===== config.mk =====
export PLATFORM = sky130hd
export DESIGN_NAME = led_blink_sched
export DESIGN_NICKNAME = d
export VERILOG_FILES = /design/src/rtl/led_blink_sched.sv
export SDC_FILE = /design/constraint.sdc
export NUM_CORES = 1
export LEC_CHECK = 0
export ABC_CLOCK_PERIOD_IN_PS = 8440
export CORE_UTILIZATION = 55
export CTS_CLUSTER_SIZE = 14
export DETAILED_ROUTE_END_ITERATION = 12
export PLACE_DENSITY_LB_ADDON = 0.2
export SYNTH_ARGS = -nofsm -noshare
export SYNTH_HDL_FRONTEND = slang
export SYNTH_SLANG_ARGS = --single-unit

===== constraint.sdc =====
create_clock -name CLOCK_50 -period 8.44 [get_ports CLOCK_50]
set_input_delay 1.688 -clock CLOCK_50 [delete_from_list [all_inputs] [get_ports CLOCK_50]]
set_output_delay 1.688 -clock CLOCK_50 [all_outputs]
set_load 0.005 [all_outputs]

===== src/rtl/led_blink_sched.sv =====
// Round-robin scheduler that lends one shared LED to three requesters in turn,
// blinking it cnt times with a half-period of hp time units for the served requester.
module led_blink_sched #(
    parameter int PRESCALE = 500
) (
    input  logic        CLOCK_50,
    input  logic        reset,
    input  logic [2:0]  req,
    input  logic [35:0] cfg,
    output logic        LED,
    output logic [2:0]  gnt,
    output logic [2:0]  done,
    output logic        busy
);

    localparam int PW = $clog2(PRESCALE);
    localparam logic [PW-1:0] PRE_MAX = PW'(PRESCALE - 1);

    typedef enum logic [1:0] {IDLE, ON, OFF, DONE} state_t;

    state_t        state, state_next;
    logic [1:0]    idx, idx_next, ptr, sel;
    logic [3:0]    cnt;
    logic [7:0]    hp;
    logic [PW-1:0] presc;
    logic [7:0]    unit;
    logic [11:0]   sel_cfg;
    logic          req_any, phase_end;
    logic          led_d;
    logic [2:0]    gnt_d, done_d;

    // Round-robin pick: first requester at or above ptr, wrapping modulo 3.
    always_comb begin
        req_any = |req;
        sel     = ptr;
        case (ptr)
            2'd0:    sel = req[0] ? 2'd0 : (req[1] ? 2'd1 : 2'd2);
            2'd1:    sel = req[1] ? 2'd1 : (req[2] ? 2'd2 : 2'd0);
            default: sel = req[2] ? 2'd2 : (req[0] ? 2'd0 : 2'd1);
        endcase
        case (sel)
            2'd0:    sel_cfg = cfg[11:0];
            2'd1:    sel_cfg = cfg[23:12];
            default: sel_cfg = cfg[35:24];
        endcase
    end

    assign phase_end = (presc == PRE_MAX) && (unit == hp - 8'd1);

    always_ff @(posedge CLOCK_50) begin
        if (reset) begin
            state <= IDLE;
        end else begin
            state <= state_next;
        end
    end

    always_comb begin
        state_next = state;
        idx_next   = idx;
        case (state)
            IDLE: begin
                if (req_any) begin
                    idx_next   = sel;
                    state_next = (sel_cfg[11:8] != 4'd0) ? ON : DONE;
                end
            end
            ON: begin
                if (phase_end) state_next = OFF;
            end
            OFF: begin
                if (phase_end) state_next = (cnt == 4'd1) ? DONE : ON;
            end
            default: state_next = IDLE;
        endcase
    end

    // Latched operation parameters and the prescaler/unit phase timer.
    always_ff @(posedge CLOCK_50) begin
        if (reset) begin
            idx   <= 2'd0;
            ptr   <= 2'd0;
            cnt   <= 4'd0;
            hp    <= 8'd0;
            presc <= '0;
            unit  <= 8'd0;
        end else begin
            idx <= idx_next;
            case (state)
                IDLE: begin
                    if (req_any) begin
                        cnt <= sel_cfg[11:8];
                        hp  <= (sel_cfg[7:0] == 8'd0) ? 8'd1 : sel_cfg[7:0];
                    end
                    presc <= '0;
                    unit  <= 8'd0;
                end
                ON, OFF: begin
                    if (phase_end) begin
                        presc <= '0;
                        unit  <= 8'd0;
                        if (state == OFF) cnt <= cnt - 4'd1;
                    end else if (presc == PRE_MAX) begin
                        presc <= '0;
                        unit  <= unit + 8'd1;
                    end else begin
                        presc <= presc + PW'(1);
                    end
                end
                default: begin
                    ptr   <= (idx == 2'd2) ? 2'd0 : idx + 2'd1;
                    presc <= '0;
                    unit  <= 8'd0;
                end
            endcase
        end
    end

    // LED follows the ON state one cycle later; grant and done track the next state.
    always_comb begin
        led_d  = (state == ON);
        gnt_d  = (state_next != IDLE) ? (3'b001 << idx_next) : 3'b000;
        done_d = (state_next == DONE) ? (3'b001 << idx_next) : 3'b000;
    end

    always_ff @(posedge CLOCK_50) begin
        if (reset) begin
            LED  <= 1'b0;
            gnt  <= 3'b000;
            done <= 3'b000;
        end else begin
            LED  <= led_d;
            gnt  <= gnt_d;
            done <= done_d;
        end
    end

    assign busy = (state != IDLE);

endmodule


==> flow_summary.json, run 1 <==
{
  "dieArea_sq_um": 4540,
  "antenna_found_initial": 0,
  "wl_met3_um": 236,
  "ir_drop_uv": 163,
  "finalClockSkew_ns": 0.00617,
  "synth_seq_cells": 42,
  "viasPerCell": 5.94,
  "outcome": "complete, no violations",
  "critPathMaxFanout": 19,
  "place_congestion": 0.867,
  "port_buffers": 48,
  "area_delta_synth_final_pct": 27.2,
  "clkLatencyLatePin_ns": 0.30,
  "post-route-period-util_pct": 48.1,
  "r2r-start": "hp[0]",
  "setup_ws_ns": 4.38,
  "cts_tree": "done",
  "placed_cells": 362,
  "cts.clk_slew.worst_paths_ns": 0.09,
  "drc": 0,
  "ys_seq_area_share_pct": 35.8,
  "arrival_ns": 4.22,
  "ys_warn_count": 0,
  "async_flop_share_pct": 0,
  "nFillCells": 309,
  "holdPathEnd": "presc[0]",
  "clock_power_share_pct": 27.1,
  "synth_area_leaders": "dfxtp_1 36%, nor2_1 7.0%, xnor2_1 5.2%",
  "dp_hpwl_mm": 4.14,
  "required_ns": 8.60,
  "syn_area_per_cell_sq_um": 8.54,
  "internal_power_uw": 473,
  "die_h_um": 67.4,
  "fin_setup_tns_ns": 0,
  "synth_cell_type_count": 46,
  "ant_nets": 0,
  "cts_root_buf": "clkbuf_8",
  "r2r_cells": 7,
  "hold_path_startpoint": "presc[0]",
  "die_w_um": 67.4,
  "top_layer": "met4",
  "maxClockFrequency_mhz": 246,
  "grt_max_degree": 23,
  "pwr_density_cell_nw_per_um2": 236,
  "rr_endpoint": "done[0]",
  "hold_path_class": "flip-flop to flip-flop",
  "synthMostInstantiatedCell": "nor2_1",
  "ctsHoldBuffers": 0,
  "rsz0062_at_grt": "false",
  "finalWirelength_mm": 5.52,
  "drtIter0Drc": 156,
  "num_vias": 2199,
  "ioPinCount": 49,
  "synth-main-ff-cell": "dfxtp_1",
  "dr_wl_met2_mm": 2.77,
  "clockBufferDepth": 2,
  "critPathKind": "input pin to flip-flop",
  "period_needed_ns": 4.06,
  "post_cts_buffers": 0,
  "drv_slew": 0,
  "end_kind": "flip-flop",
  "gr-total-overflow": 0,
  "grt.total_usage_pct": 25.9,
  "p_sw_uw": 234,
  "yosysTopAreaCell": "dfxtp_1",
  "grt_pass1_wl_mm": 8.83,
  "wire_per_inst_um": 14.9,
  "drv_cap": 0,
  "drive_gt1_share_pct": 4.38,
  "yosys-top-cells-count": "44 x nor2_1, 42 x dfxtp_1, 15 x nand2_1",
  "hold_viol": 0,
  "seqPwrFrac_pct": 36.4,
  "postSynthCellCount": 275,
  "cts_resized": 0,
  "drtPass1Iterations": 7,
  "setup_viol_count_final": 0,
  "critPathLaunchType": "input pin",
  "drt-met1-wl_mm": 2.46,
  "rows": 23,
  "cts_sinks": 42,
  "combPwrFrac_pct": 36.5,
  "final_nets": 369,
  "stdcell_count": 370,
  "start_util_pct": 57.9,
  "holdPathStages": 1,
  "p_leak_nw": 1.09,
  "netlist_area_sq_um": 2350,
  "synth-edff-count": 0,
  "core_sq_um": 4060,
  "yosysTopAreaCellShare_pct": 35.8,
  "antennaDiodeCount": 0,
  "synth_nets": 325,
  "worstMarginPinSlew_ns": 1.18,
  "slew-limit-headroom_pct": 21.4,
  "cts_made_buffers": 5,
  "r2r_slack_ns": 5.55,
  "grt_pass1_vias": 1974,
  "swShare_pct": 33.1,
  "preCtsSetupSlack_ns": 4.12,
  "cts.htree.levels": 2
}
-- how the worst max path moves through the flow --
stage / depth (start not counted) / endpoint / start
floorplan: 9 / hp[0] / req[2]
global placement: 7 / cnt[3] / req[2]
detailed placement: 7 / cnt[2] / req[2]
CTS: 7 / cnt[2] / req[2]
global route: 7 / cnt[2] / req[2]
finish: 7 / cnt[2] / req[2]
-- placed cells by master, fill, tap and decap left out, types with 6 or more instances in the layout --
master / instances
a211oi_1: 8
a21oi_1: 9
a222oi_1: 10
clkdlybuf4s50_1: 48
dfxtp_1: 42
ha_1: 9
inv_1: 11
mux2i_1: 9
nand2_1: 15
nand3_1: 7
nor2_1: 44
nor3_1: 10
o21ai_0: 6
xnor2_1: 14
xor2_1: 9
-- critical path: stages --
cell and delay (ns):
clkdlybuf4s50_1 0.61, nor3_1 0.14, nor2_1 0.90, inv_1 0.22
o22ai_2 0.35, mux2i_1 0.22, o21ai_0 0.08
-- flip-flops by register name (all words and copies together) (netlist names) --
name	cells
presc	9
hp	8
unit	8
cnt	4
done	3
gnt	3
idx	2
ptr	2
state	2
LED	1
-- layout make-up --
cell class | count | area (sq um) | share of cell area (%)
clock buffer | 5 | 68.8 | 2.30
clock inverter | 3 | 68.8 | 2.30
inverter | 11 | 41.3 | 1.38
multi-input combinational | 211 | 1430 | 47.7
sequential | 42 | 841 | 28.1
tap | 50 | 62.6 | 2.09
timing repair buffer | 48 | 480 | 16.1
-- metal layers --
metal | track usage (%) | up-vias
met5 | 0 | -
met4 | 9.84 | 0
met3 | 4.73 | 6
met2 | 44.5 | 67
met1 | 31.8 | 1024
li1 | - | 1102
-- stage by stage --
step	hold slack (ns)	instance area [sq um]	utilization, %	total power [mW]
final	0.500	2990	73.7	0.707
after global routing	0.520	2990	73.7	0.749
after CTS	0.503	2990	73.7	0.708
after detailed placement	0.475	2850	70.3	0.515
after global placement	0.445	2850	70.3	0.508
after floorplan	0.430	2350	-	0.439
-- power groups by stage --
stage | Clock [mW] | Combinational (mW) | Sequential (mW)
3_3_place_gp | 0 | 0.249 | 0.260
5_1_grt | 0.201 | 0.286 | 0.261
4_1_cts | 0.194 | 0.257 | 0.257
6_report | 0.192 | 0.258 | 0.257
2_1_floorplan | 0 | 0.185 | 0.254
3_5_place_dp | 0 | 0.254 | 0.261
-- logic make-up after synthesis --
family          after synthesis  share of synthesized area, %
mux                           9                          3.83
simple gates                114                          24.4
buf+inv                      22                          3.51
fa+ha+maj                     9                          4.79
flops                        42                          35.8
xor+xnor                     24                          9.58
compound gates               55                          18.1
(Power assumes the default switching activity.)
==> inputs of run 2 (changes only) <==
Settings changed: ABC_CLOCK_PERIOD_IN_PS 8440 to 3400, CORE_UTILIZATION 55 to 46.
Clock period 8.44 ns to 3.4 ns, I/O delays scaled along.
==> flow_summary.json, run 2 (same netlist as run 1, synthesis figures left out) <==
{
  "outcome": "complete, no violations",
  "grt_pass1_wl_mm": 9.24,
  "post-route-period-util_pct": 83.6,
  "antenna_found_initial": 0,
  "placed_cells": 382,
  "slew-limit-headroom_pct": 65.7,
  "final_nets": 372,
  "max_stage_delay_ns": 0.55,
  "grt_pass1_vias": 2094,
  "nFillCells": 431,
  "clkLatencyLatePin_ns": 0.29,
  "drv_cap": 0,
  "drv_slew": 0,
  "mostFrequentLayoutCells": "48 x clkdlybuf4s50_1, 44 x nor2_1, 42 x dfxtp_1",
  "largest_reg_flops": 9,
  "die_w_um": 73.5,
  "die_h_um": 73.5,
  "finalWirelength_mm": 5.40,
  "wire_per_inst_um": 13.9,
  "gr-total-overflow": 0,
  "period_needed_ns": 2.84,
  "port_buffers": 48,
  "antennaDiodeCount": 0,
  "drtIter0Drc": 181,
  "worstMarginPinSlew_ns": 0.510,
  "area_delta_synth_final_pct": 26.9,
  "critPathMaxFanout": 6,
  "rsz0062_at_grt": "false",
  "fin_setup_tns_ns": 0,
  "gr-usage-met2_pct": 36.6,
  "final_util_pct": 61.9,
  "ctsHoldBuffers": 0,
  "final_common_cell": "clkdlybuf4s50_1",
  "regMostFlops": "presc",
  "largestRegisters": "presc x9, hp x8, unit x8",
  "critical_path.cell_chain": "or4_1, or3_1, a2111o_1, or3_4, a31o_2, or2_4, nor2_1",
  "arrival_ns": 3.07,
  "ir_drop_uv": 281,
  "grt.total_usage_pct": 22.0,
  "stdcell_count": 390,
  "setup_viol_count_final": 0,
  "hold_viol": 0,
  "post_cts_buffers": 0,
  "drive_gt1_share_pct": 4.95,
  "ioPinCount": 49,
  "critPathKind": "flip-flop to flip-flop",
  "maxClockFrequency_mhz": 352,
  "ant_nets": 0,
  "cts_root_buf": "clkbuf_8",
  "clockBufferDepth": 2,
  "cts_made_buffers": 5,
  "place_congestion": 0.893,
  "cts.htree.levels": 2,
  "drtPass1Iterations": 7,
  "seq_area_sq_um": 841,
  "cts_sinks": 42,
  "required_ns": 3.63,
  "dp_hpwl_mm": 4.20,
  "multi_input_comb_area_sq_um": 1430,
  "critPathLaunchType": "flip-flop",
  "rows": 25,
  "hold_path_class": "flip-flop to flip-flop",
  "p_leak_nw": 1.09,
  "crit_slowest_cell": "or4_1",
  "use_met3_pct": 5.21,
  "pwr_density_cell_nw_per_um2": 533,
  "top_usage_layer": "met2",
  "cts.clk_slew.worst_paths_ns": 0.08,
  "start_util_pct": 48.8,
  "core_sq_um": 4820,
  "dieArea_sq_um": 5400,
  "end_kind": "flip-flop",
  "cp_num_buf_inv": 0,
  "finalClockSkew_ns": 0.00587,
  "path_delay_family": "simple AND/OR/NAND/NOR gates",
  "grt_max_degree": 23,
  "viasPerCell": 5.54,
  "met1_usage_pct": 26.8,
  "cts_resized": 0,
  "cts_tree": "done",
  "num_vias": 2161,
  "drc": 0
}
run 2: layer usage:
layer  wire length [um]  vias to the layer above  part of all wire, %
met3                246                       11                  4.6
met2               2620                       56                   48
met5                  0                        -                    0
met1               2430                      991                   45
li1                   -                     1103                    -
met4                108                        0                  2.0
run 2: power by group:
group	leakage, nW	internal (mW)	switching (mW)	total, mW
Clock	0.0452	0.145	0.169	0.314
Combinational	0.699	0.318	0.322	0.640
Sequential	0.343	0.567	0.0680	0.635
run 2: worst register-to-register path, stage by stage (launching register included):
cell and delay [ns]:
dfxtp_1 0.37, or4_1 0.55, or3_1 0.35, a2111o_1 0.47
or3_4 0.37, a31o_2 0.30, or2_4 0.26, nor2_1 0.10
run 2: cell type report:
cell class / count / share of cell area (%)
repair buffers: 51 / 16.9
well taps: 67 / 2.81
clock buffers: 6 / 2.43
inverters: 11 / 1.38
multi-input cells: 211 / 47.8
clock inverters: 2 / 0.462
flip-flops and latches: 42 / 28.2
run 2: path summary, 6_finish.rpt:
| check | slack, ns | depth (start not counted) | from | end |
|---|---|---|---|---|
| min reg2reg | 0.48 | 1 | presc[0] | presc[0] |
| max reg2reg | 0.56 | 7 | hp[0] | done[0] |
| min | 0.48 | 1 | presc[0] | presc[0] |
| max | 0.56 | 7 | hp[0] | done[0] |
run 2: stage by stage:
stage / hold slack (ns) / worst slack, ns / instance area [sq um] / power [mW]
4_1_cts: 0.479 / 0.546 / 2980 / 1.60
6_report: 0.477 / 0.556 / 2980 / 1.59
2_1_floorplan: 0.430 / 0.719 / 2350 / 1.09
3_5_place_dp: 0.465 / 0.414 / 2900 / 1.28
5_1_grt: 0.551 / 0.410 / 2980 / 1.71
3_3_place_gp: 0.449 / 0.481 / 2900 / 1.28
==> inputs of run 3 (changes only) <==
Settings changed: ABC_CLOCK_PERIOD_IN_PS 3400 to 2600.
Clock period 3.4 ns to 2.6 ns, I/O delays scaled along.
==> flow_summary.json, run 3 (same netlist as run 1, synthesis figures left out) <==
{
  "slew-limit-headroom_pct": 63.4,
  "largest_reg_flops": 9,
  "dieArea_sq_um": 5400,
  "placed_area_sq_um": 3130,
  "internal_power_mw": 1.51,
  "drv_cap": 0,
  "maxClockFrequency_mhz": 372,
  "p_sw_uw": 825,
  "setup_viol_count_final": 7,
  "clock_power_share_pct": 19.1,
  "cpMostUsedCell": "or3_4",
  "failed_checks": "negative setup slack",
  "largestRegisters": "presc x9, hp x8, unit x8",
  "critPathMaxFanout": 4,
  "swShare_pct": 35.3,
  "cts_sinks": 42,
  "seqPwrFrac_pct": 34.6,
  "drc": 0,
  "num_vias": 2319,
  "finalClockSkew_ns": 0.00994,
  "cts_tree": "done",
  "gr-total-overflow": 0,
  "viasPerCell": 5.53,
  "port_buffers": 48,
  "grt_pass1_wl_mm": 10.4,
  "final_nets": 401,
  "final_util_pct": 68.0,
  "drv_slew": 0,
  "whs_ns": 0.523,
  "cts_root_buf": "clkbuf_8",
  "outcome": "finished with violations",
  "dp_hpwl_mm": 4.74,
  "finalWirelength_mm": 6.01,
  "hold_path_class": "flip-flop to flip-flop",
  "cts.clk_slew.worst_paths_ns": 0.08,
  "cts_made_buffers": 5,
  "ioPinCount": 49,
  "antenna_found_initial": 0,
  "drtIter0Drc": 153,
  "cts.htree.levels": 2,
  "start_util_pct": 48.8,
  "design_area_sq_um": 3280,
  "place_congestion": 0.891,
  "critPathLaunchType": "flip-flop",
  "antennaDiodeCount": 0,
  "setup_ws_ns": -0.0903,
  "combPwrFrac_pct": 46.4,
  "critPathKind": "flip-flop to flip-flop",
  "rsz0062_at_grt": "true",
  "p_leak_nw": 1.25,
  "end_kind": "flip-flop",
  "hold_viol": 0,
  "drtPass1Iterations": 6,
  "critical_path.cell_chain": "or4_4, or3_4, a2111o_1, or3_4, a31o_4, or2_4, nor2_1",
  "grt.total_usage_pct": 25.3,
  "clockBufferDepth": 2,
  "area_delta_synth_final_pct": 39.5,
  "required_ns": 2.83,
  "clkLatencyLatePin_ns": 0.30,
  "post-route-period-util_pct": 103,
  "crit_slowest_cell": "or4_4",
  "regMostFlops": "presc",
  "grt_max_degree": 17,
  "die_w_um": 73.5,
  "period_needed_ns": 2.69,
  "ir_drop_uv": 521,
  "drive_gt1_share_pct": 15.9,
  "rows": 25,
  "core_sq_um": 4820,
  "grt_pass1_vias": 2334,
  "arrival_ns": 2.93,
  "pwr_density_cell_nw_per_um2": 713,
  "finalPower_mw": 2.34,
  "final_common_cell": "clkdlybuf4s50_1",
  "die_h_um": 73.5,
  "worstMarginPinSlew_ns": 0.549,
  "ant_nets": 0,
  "wire_per_inst_um": 14.3,
  "fin_setup_tns_ns": -0.362,
  "max_stage_delay_ns": 0.53,
  "mostFrequentLayoutCells": "48 x clkdlybuf4s50_1, 43 x nor2_1, 40 x dfxtp_1"
}
## run 3: worst paths after layout
path         startpoint      end  slack (ns)  cells past startpoint
min reg2reg     unit[1]  unit[1]        0.52                      2
min             unit[1]  unit[1]        0.52                      2
max               hp[6]  done[1]       -0.09                      7
max reg2reg       hp[6]  done[1]       -0.09                      7
## run 3: metal layers
layer	track usage (%)	up-vias	part of all wire, %
li1	-	1161	-
met1	31.4	1091	45
met2	42.2	53	50
met3	4.80	14	3.6
met4	12.0	0	2.1
met5	0	-	0
## run 3: area by class of cell
cell class / instances / area (sq um)
fillers: 413 / 1540
multi-input cells: 211 / 1480
flip-flops and latches: 42 / 843
repair buffers: 80 / 737
well taps: 67 / 83.8
clock buffers: 6 / 82.6
inverters: 11 / 41.3
clock inverters: 2 / 12.5
## run 3: worst max-delay path, delay by kind of cell, from the launching register on
family	cells	cell delay (ns)
AND/OR/NAND/NOR	5	1.64
flip-flops	1	0.33
AO/OA/AOI/OAI	2	0.64
## run 3: through the flow
step / setup WS (ns) / std cells
floorplan: -0.00672 / 275
global placement: -0.0790 / 410
detailed placement: -0.152 / 410
CTS: -0.0723 / 418
global route: -0.187 / 419
finish: -0.0903 / 419
## run 3: power groups by stage
stage	registers (mW)	logic [mW]	clock network (mW)
after global placement	0.815	0.987	0
after floorplan	0.826	0.611	0
after global routing	0.820	1.19	0.491
after detailed placement	0.819	1.01	0
final	0.807	1.08	0.446
after CTS	0.806	1.04	0.453
## run 3: repair_timing
item                       in CTS  in global routing
resized for setup               2                 11
setup endpoints to repair      12                 12
gates cloned                    0                  0
setup buffers                   0                  1
pin swaps                       3                  4
hold buffers                    0                  0
